`src/rtl/uart_alu_frame_ctrl.sv`:
```
// Framed command/response bridge between a UART FIFO pair and an external
// combinational ALU: checksummed multi-byte operands in, result + status out.
module uart_alu_frame_ctrl #(
  parameter int unsigned     DBIT      = 8,
  parameter int unsigned     OP_BYTES  = 2,
  parameter int unsigned     OPC_W     = 6,
  parameter logic [DBIT-1:0] SYNC_BYTE = DBIT'(8'hA5),
  parameter int unsigned     TIMEOUT   = 100000
) (
  input  logic                       clk,
  input  logic                       reset,
  input  logic [DBIT-1:0]            i_rx_data,
  input  logic                       i_rx_empty,
  output logic                       o_rd_uart,
  output logic [DBIT-1:0]            o_tx_data,
  input  logic                       i_tx_full,
  output logic                       o_wr_uart,
  output logic [DBIT*OP_BYTES-1:0]   o_op_a,
  output logic [DBIT*OP_BYTES-1:0]   o_op_b,
  output logic [OPC_W-1:0]           o_op_code,
  input  logic [DBIT*OP_BYTES-1:0]   i_result,
  output logic                       o_busy,
  output logic                       o_frame_done
);

  localparam int unsigned W      = DBIT * OP_BYTES;
  localparam int unsigned CNT_W  = (OP_BYTES > 1) ? $clog2(OP_BYTES) : 1;
  localparam int unsigned TMO_W  = $clog2(TIMEOUT);
  localparam logic [CNT_W-1:0] LAST_BYTE = CNT_W'(OP_BYTES - 1);
  localparam logic [TMO_W-1:0] TMO_LAST  = TMO_W'(TIMEOUT - 1);
  localparam logic [DBIT-1:0]  ST_OK      = DBIT'(8'h00);
  localparam logic [DBIT-1:0]  ST_CHK_ERR = DBIT'(8'h01);
  localparam logic [DBIT-1:0]  ST_TMO     = DBIT'(8'h02);

  typedef enum logic [2:0] {
    IDLE, RX_OPC, RX_A, RX_B, RX_CHK, EXEC, TX_RES, TX_STAT
  } state_t;

  state_t            state, state_nxt;
  logic [W-1:0]      a_sh, b_sh, res_q;
  logic [OPC_W-1:0]  opc_sh;
  logic [DBIT-1:0]   chk_q, status_q;
  logic [CNT_W-1:0]  byte_cnt;
  logic [TMO_W-1:0]  tmo_cnt;
  logic              rx_st, tmo_hit, chk_ok, last_byte;

  assign rx_st     = (state == RX_OPC) || (state == RX_A) ||
                     (state == RX_B)   || (state == RX_CHK);
  assign tmo_hit   = rx_st && i_rx_empty && (tmo_cnt == TMO_LAST);
  assign chk_ok    = (chk_q == i_rx_data);
  assign last_byte = (byte_cnt == LAST_BYTE);

  // State register
  always_ff @(posedge clk) begin
    if (!reset) state <= IDLE;
    else        state <= state_nxt;
  end

  // Next-state logic; a stalled frame jumps straight to the response
  always_comb begin
    state_nxt = state;
    case (state)
      IDLE:    if (o_rd_uart && i_rx_data == SYNC_BYTE) state_nxt = RX_OPC;
      RX_OPC:  if (o_rd_uart) state_nxt = RX_A;
               else if (tmo_hit) state_nxt = TX_RES;
      RX_A:    if (o_rd_uart && last_byte) state_nxt = RX_B;
               else if (tmo_hit) state_nxt = TX_RES;
      RX_B:    if (o_rd_uart && last_byte) state_nxt = RX_CHK;
               else if (tmo_hit) state_nxt = TX_RES;
      RX_CHK:  if (o_rd_uart) state_nxt = chk_ok ? EXEC : TX_RES;
               else if (tmo_hit) state_nxt = TX_RES;
      EXEC:    state_nxt = TX_RES;
      TX_RES:  if (o_wr_uart && last_byte) state_nxt = TX_STAT;
      TX_STAT: if (o_wr_uart) state_nxt = IDLE;
      default: state_nxt = IDLE;
    endcase
  end

  // FIFO handshakes follow the FIFO flags combinationally
  always_comb begin
    o_rd_uart = 1'b0;
    o_wr_uart = 1'b0;
    o_tx_data = '0;
    o_busy    = (state != IDLE);
    if (reset) begin
      case (state)
        IDLE, RX_OPC, RX_A, RX_B, RX_CHK: o_rd_uart = !i_rx_empty;
        TX_RES: begin
          o_wr_uart = !i_tx_full;
          o_tx_data = res_q[DBIT-1:0];
        end
        TX_STAT: begin
          o_wr_uart = !i_tx_full;
          o_tx_data = status_q;
        end
        default: ;
      endcase
    end
  end

  // Datapath: shadow operands, checksum, timeout, result shifter
  always_ff @(posedge clk) begin
    if (!reset) begin
      a_sh         <= '0;
      b_sh         <= '0;
      res_q        <= '0;
      opc_sh       <= '0;
      chk_q        <= '0;
      status_q     <= '0;
      byte_cnt     <= '0;
      tmo_cnt      <= '0;
      o_op_a       <= '0;
      o_op_b       <= '0;
      o_op_code    <= '0;
      o_frame_done <= 1'b0;
    end else begin
      o_frame_done <= 1'b0;
      if (rx_st && i_rx_empty && !tmo_hit) tmo_cnt <= tmo_cnt + TMO_W'(1);
      else                                 tmo_cnt <= '0;

      case (state)
        IDLE: begin
          chk_q    <= '0;
          byte_cnt <= '0;
        end
        RX_OPC: if (o_rd_uart) begin
          opc_sh <= i_rx_data[OPC_W-1:0];
          chk_q  <= chk_q ^ i_rx_data;
        end
        RX_A: if (o_rd_uart) begin
          a_sh[DBIT*byte_cnt +: DBIT] <= i_rx_data;
          chk_q    <= chk_q ^ i_rx_data;
          byte_cnt <= last_byte ? '0 : byte_cnt + CNT_W'(1);
        end
        RX_B: if (o_rd_uart) begin
          b_sh[DBIT*byte_cnt +: DBIT] <= i_rx_data;
          chk_q    <= chk_q ^ i_rx_data;
          byte_cnt <= last_byte ? '0 : byte_cnt + CNT_W'(1);
        end
        RX_CHK: if (o_rd_uart) begin
          if (chk_ok) begin
            o_op_a    <= a_sh;
            o_op_b    <= b_sh;
            o_op_code <= opc_sh;
          end else begin
            res_q    <= '0;
            status_q <= ST_CHK_ERR;
          end
        end
        EXEC: begin
          res_q    <= i_result;
          status_q <= ST_OK;
        end
        TX_RES: if (o_wr_uart) begin
          res_q    <= res_q >> DBIT;
          byte_cnt <= last_byte ? '0 : byte_cnt + CNT_W'(1);
        end
        TX_STAT: if (o_wr_uart) o_frame_done <= 1'b1;
        default: ;
      endcase

      if (tmo_hit) begin
        res_q    <= '0;
        status_q <= ST_TMO;
        byte_cnt <= '0;
      end
    end
  end

endmodule
```
`config.mk`:
```
export PLATFORM = sky130hd
export DESIGN_NAME = uart_alu_frame_ctrl
export DESIGN_NICKNAME = d
export VERILOG_FILES = /design/src/rtl/uart_alu_frame_ctrl.sv
export SDC_FILE = /design/constraint.sdc
export NUM_CORES = 1
export LEC_CHECK = 0
export CORE_MARGIN = 2
export CORE_UTILIZATION = 45
export DETAILED_ROUTE_END_ITERATION = 6
export PLACE_DENSITY = 0.66
export SYNTH_ARGS = -nofsm -noshare
export SYNTH_HDL_FRONTEND = slang
export SYNTH_SLANG_ARGS = --single-unit
```
`constraint.sdc`:
```
create_clock -name clk -period 2.6 [get_ports clk]
set_clock_uncertainty 0.2 [all_clocks]
set_input_delay 0.65 -clock clk [delete_from_list [all_inputs] [get_ports clk]]
set_output_delay 0.65 -clock clk [all_outputs]
set_load 0.05 [all_outputs]
```
Word level (Yosys, flattened, before mapping)
Cells that the tools add are included.
{"block": "classes", "add_sub_neg": 3, "eq_ne": 20, "shift": 2, "mux": 33, "bitwise_logic": 2, "reduce_logical": 36}
{"op": "$mux W16", "n": 3}
{"op": "$pmux W16 S3", "n": 1}
{"op": "$pmux W8 S2", "n": 3}
{"op": "$neg A4 Y34", "n": 1}
{"op": "$shift A8 B34 Y16 const A", "n": 1}
{"op": "$shiftx A8 B34 Y16", "n": 1}
{"op": "$bwmux W16", "n": 2}
{"op": "$mux W8", "n": 4}
{"op": "$mux W3", "n": 8}
{"op": "$pmux W3 S8", "n": 1}
{"op": "$add A17 B1 Y17 const B", "n": 1}
{"op": "$eq A17 B17 Y1 const B", "n": 1}
{"op": "$reduce_and A3 Y1", "n": 5}
{"op": "$eq A3 B3 Y1 const B", "n": 4}
{"op": "$ne A2 B2 Y1 const B", "n": 6}
{"op": "$reduce_and A2 Y1", "n": 6}
{"op": "$reduce_bool A3 Y1", "n": 4}
{"op": "$eq A8 B8 Y1", "n": 1}
{"op": "$eq A8 B8 Y1 const B", "n": 1}
{"op": "$mux W1", "n": 8}
{"op": "$xor A8 B8 Y8", "n": 1}
{"op": "$eq A3 B2 Y1 const B", "n": 2}
{"op": "$logic_and A1 B1 Y1", "n": 6}
{"op": "$ne A3 B3 Y1 const B", "n": 2}
{"op": "14 further kinds", "n": 23}
{"block": "word_totals", "ff_bits": 130, "input_bits": 28, "out_inout_bits": 50}

Depth between registers and ports, before layout
{"block": "logic_depth", "depth_word": 9, "depth_mapped": 9}

Worst setup path after synthesis
OpenSTA, ideal clock, no wires.
{"block": "synth_path", "path_kind": "flip-flop to output port", "from": "reg state[0]", "to": "out o_tx_data[0]", "t_arrival_ns": 1.886, "required_time_ns": 1.750, "path_slack_ns": -0.136, "path_stages_with_launch": 6, "path_buffers": 3, "cell_sequence": "dfxtp_1 buf_2 buf_1 clkbuf_1 mux2i_1 nor2_1"}
{"block": "synth_between", "elab_chain_cells": 3, "word_cells_on_any_way": 4, "classes_between": "2 x eq/ne; 2 x mux"}
{"element": "start: declaration", "line_no": "39", "source": "state_t state, state_nxt;"}
{"element": "start signal: assignment", "line_no": "56", "source": "else state <= state_nxt;"}
{"element": "$eq A3 B3 Y1", "line_no": "86", "source": "case (state)"}
{"element": "$pmux W8 S2 *", "line_no": "86"}
{"element": "$mux W8 *", "line_no": "85", "source": "if (reset) begin"}
{"element": "end: declaration", "line_no": "15", "source": "output logic [DBIT-1:0] o_tx_data,"}
Mark *: on every way between the ends. The rest lies on a longest branch, timed or not.

Worst setup path after layout
{"block": "layout_path", "from": "in i_rx_empty", "to": "out o_rd_uart"}
{"block": "layout_between", "elab_chain_cells": 3}
{"element": "start: declaration", "line_no": "13", "source": "input logic i_rx_empty,"}
{"element": "$logic_not A1 Y1", "line_no": "87", "source": "IDLE, RX_OPC, RX_A, RX_B, RX_CHK: o_rd_uart = !i_rx_empty;"}
{"element": "$mux W1", "line_no": "86"}
{"element": "$mux W1", "line_no": "85"}
{"element": "end: declaration", "line_no": "14", "source": "output logic o_rd_uart,"}
Every way passes these cells.

==> impl_metrics.toml <==
[run_status]
status = "finished, final reports clean"

[detailed_routing]
vias_per_cell = 5.327
wirelength_um = 12420
count_of_vias_placed_by_the_detailed_router = 4363
drt_iter0_drc = 214
drt-wirelength-per-cell_um = 15.17
ant_nets = 0
first_pass_iters = 6
detail_route.drc_violations = 0

[global_routing]
grt_max_degree = 85
antenna_found_initial = 0
track_usage_pct = 20.62
grt_first_pass_wirelength_um = 20820
first_global_vias = 4162
overflow = 0

[cells_and_area]
fillers = 996
multi_input_area_sq_um = 2515
fin_util_pct = 62.27
insertedDiodeCount = 0
final_layout_size_suffix_gt1_share_pct = 15.38
synthToLayoutAreaGrowth_pct = 36.61
final_common_cell = "sky130_fd_sc_hd__dfxtp_1"
seq_area_sq_um = 2485
layout.nets = 692
mostFrequentLayoutCells = "122 x sky130_fd_sc_hd__dfxtp_1, 105 x sky130_fd_sc_hd__nor2_1, 78 x sky130_fd_sc_hd__mux2i_1"

[floorplan]
die_y_um = 111.1
start_util_pct = 45.58
die_x_um = 111.1
floorplan.io_pins = 78
core_sq_um = 11320
total_die_area_sq_um = 12340
std_cell_rows = 39

[timing]
rsz0062_at_grt = "false"
finalSetupViolCount = 0
relative_slew_slack_pct = 44.72
final.setup.tns_ns = 0
layout_worst_path_cycle_share_pct = 98.13
maxSlewViolCount = 0
worst-slew-pin-transition_ns = 0.8292
min_cycle_time_layout_ns = 2.551
final-hold-violation-count = 0
maxClockFrequency_ghz = 0.3919

[critical_path]
timing.critical_path.fanout_max = 3
startpoint_type = "input port"
timing.critical_path.slowest_stage_cell = "sky130_fd_sc_hd__clkdlybuf4s50_1"
data_arrival_time_of_the_critical_path_ns = 1.70
path_cells = "clkdlybuf4s50_1 -> nand2b_4 -> buf_4 -> a21oi_4 -> buf_12"
critPathTopFamily = "buffers and inverters"
worstSetupEndpointType = "output pin"
worstSetupPathType = "in -> out"
critPathBufInv = 3
critical_path_required_ns = 1.75
cp_slowest_stage_delay_ns = 0.44

[pwr]
powerDensity_nw_per_um2 = 708.8
power_switching_w = 0.001232
peakVddDrop_v = 0.0007328
power.sequential.fraction_pct = 40.2
comb_power_share_pct = 12.2
p_clk_share_pct = 47.7
power.leakage_nw = 3.021
internal_power_w = 0.003764
swShare_pct = 24.66

[cts]
number_of_buffers_inserted_to_repair_setup_after_cts = 0
worst_skew_pair.late_latency_ns = 0.41
numCtsBuffers = 17
maximum_count_of_clock_buffers_along_a_single_path = 2
cts.sink_count = 124
htree_levels = 4
cts_tree = "built"
worst_setup_hold_path_clk_slew_ns = 0.05
cts-root-buf = "sky130_fd_sc_hd__clkbuf_16"

[synth]
synth-warning-count = 0
post-synth-top-area-fraction_pct = 48.11
synth_ff_type = "sky130_fd_sc_hd__dfxtp_1"
number_of_synthesized_flops_with_an_enable_pin = 0
syn-mean-instance-area_sq_um = 9.198
ys_seq_elements = 124
synth.net_count = 590
ys_top_cells_by_area = "sky130_fd_sc_hd__dfxtp_1 48%, sky130_fd_sc_hd__mux2i_1 15%, sky130_fd_sc_hd__nor2_1 7.9%"
synth_cells = 561
synthDominantAreaCellType = "sky130_fd_sc_hd__dfxtp_1"
async_reset_ff_share_pct = 0
ys_seq_area_share_pct = 48.11
yosys.cell_types.count = 46
netlist_area_sq_um = 5160

[placement]
numPortBuffers = 77
place.detailed.hpwl_um = 8552
finalWeightedCongestion = 0.8558

[min_path]
hold_class = "reg -> reg"

[job]
cap_viol_max_count = 0
final cells by class:
type                            count  area share (%)
Clock inverter                     11           2.006
Timing Repair Buffer              123           17.73
Multi-Input combinational cell    392           35.68
Inverter                            5          0.2662
Clock buffer                       21           6.532
Sequential cell                   124           35.25
Tap cell                          143           2.538
cell families (layout without fill, tap and decap cells):
family | Yosys count | count (layout) | synth area share [%]
xor+xnor | 24 | 24 | 4.074
mux | 78 | 78 | 15.13
compound gates | 83 | 83 | 9.893
flops | 124 | 124 | 48.11
buf+inv | 45 | 160 | 3.831
simple gates | 206 | 206 | 18.72
fa+ha+maj | 1 | 1 | 0.2424
flip-flops by register name, summed over array words and instances (netlist names), 6 cells and up:
name / cells
a_sh: 16
res_q: 16
tmo_cnt: 17
o_op_a: 16
b_sh: 16
chk_q: 8
o_op_code: 6
opc_sh: 6
o_op_b: 16
final timing paths:
path | start | end | slack [ns] | cells after the start
max reg2reg | state[1] | o_op_b[13] | 0.36 | 6
min reg2reg | tmo_cnt[0] | tmo_cnt[0] | 0.25 | 1
max | i_rx_empty | o_rd_uart | 0.05 | 5
min | tmo_cnt[0] | tmo_cnt[0] | 0.25 | 1
power by group through the flow:
stage / logic, W / registers [W] / clock network [W]
6_report: 0.000609 / 0.00201 / 0.00238
5_1_grt: 0.000662 / 0.00201 / 0.00249
4_1_cts: 0.000601 / 0.00200 / 0.00241
3_5_place_dp: 0.000592 / 0.00204 / 0
3_3_place_gp: 0.000583 / 0.00203 / 0
2_1_floorplan: 0.000378 / 0.00200 / 0
routing by layer:
metal  GRT usage, %  vias to the layer above  wire [um]
li1               -                     2153          -
met1          27.18                     2106       5779
met2          33.58                       88       5944
met3          4.975                       16        519
met4          6.502                        0        178
met5              0                        -          0
through the flow:
step	worst slack (ns)	hold slack [ns]	power, W	area (sq um)	instances
floorplan	0.06583	0.2175	0.002378	5169	561
global placement	-0.2958	0.2286	0.002617	6421	787
detailed placement	-0.3338	0.2440	0.002628	6421	787
CTS	0.02255	0.2570	0.005015	7047	819
global route	0.004100	0.2848	0.005166	7049	819
finish	0.04857	0.2512	0.004996	7049	819
cell usage after synthesis (3+ instances only):
| library cell | count |
|---|---|
| sky130_fd_sc_hd__nor2_1 | 109 |
| sky130_fd_sc_hd__buf_1 | 4 |
| sky130_fd_sc_hd__or3_1 | 4 |
| sky130_fd_sc_hd__nand3_1 | 11 |
| sky130_fd_sc_hd__a32o_1 | 10 |
| sky130_fd_sc_hd__inv_1 | 3 |
| sky130_fd_sc_hd__dfxtp_1 | 124 |
| sky130_fd_sc_hd__nand3b_1 | 6 |
| sky130_fd_sc_hd__and4_1 | 4 |
| sky130_fd_sc_hd__buf_2 | 5 |
| sky130_fd_sc_hd__and2_1 | 6 |
| sky130_fd_sc_hd__nand2_1 | 35 |
| sky130_fd_sc_hd__clkbuf_1 | 28 |
| sky130_fd_sc_hd__buf_6 | 3 |
| sky130_fd_sc_hd__o22ai_1 | 9 |
| sky130_fd_sc_hd__nand4_1 | 8 |
| sky130_fd_sc_hd__mux2i_1 | 78 |
| sky130_fd_sc_hd__o31ai_1 | 3 |
| sky130_fd_sc_hd__xnor2_1 | 13 |
| sky130_fd_sc_hd__a21oi_1 | 30 |
| sky130_fd_sc_hd__xor2_1 | 11 |
| sky130_fd_sc_hd__nor3_1 | 4 |
| sky130_fd_sc_hd__o21ai_0 | 20 |
timing repair:
item                       in CTS  in global routing
hold buffers                    0                  0
gates resized for setup         8                  1
setup endpoints to repair      10                  1
pin swaps                       1                  0
Power figures use the tool's default switching activity.
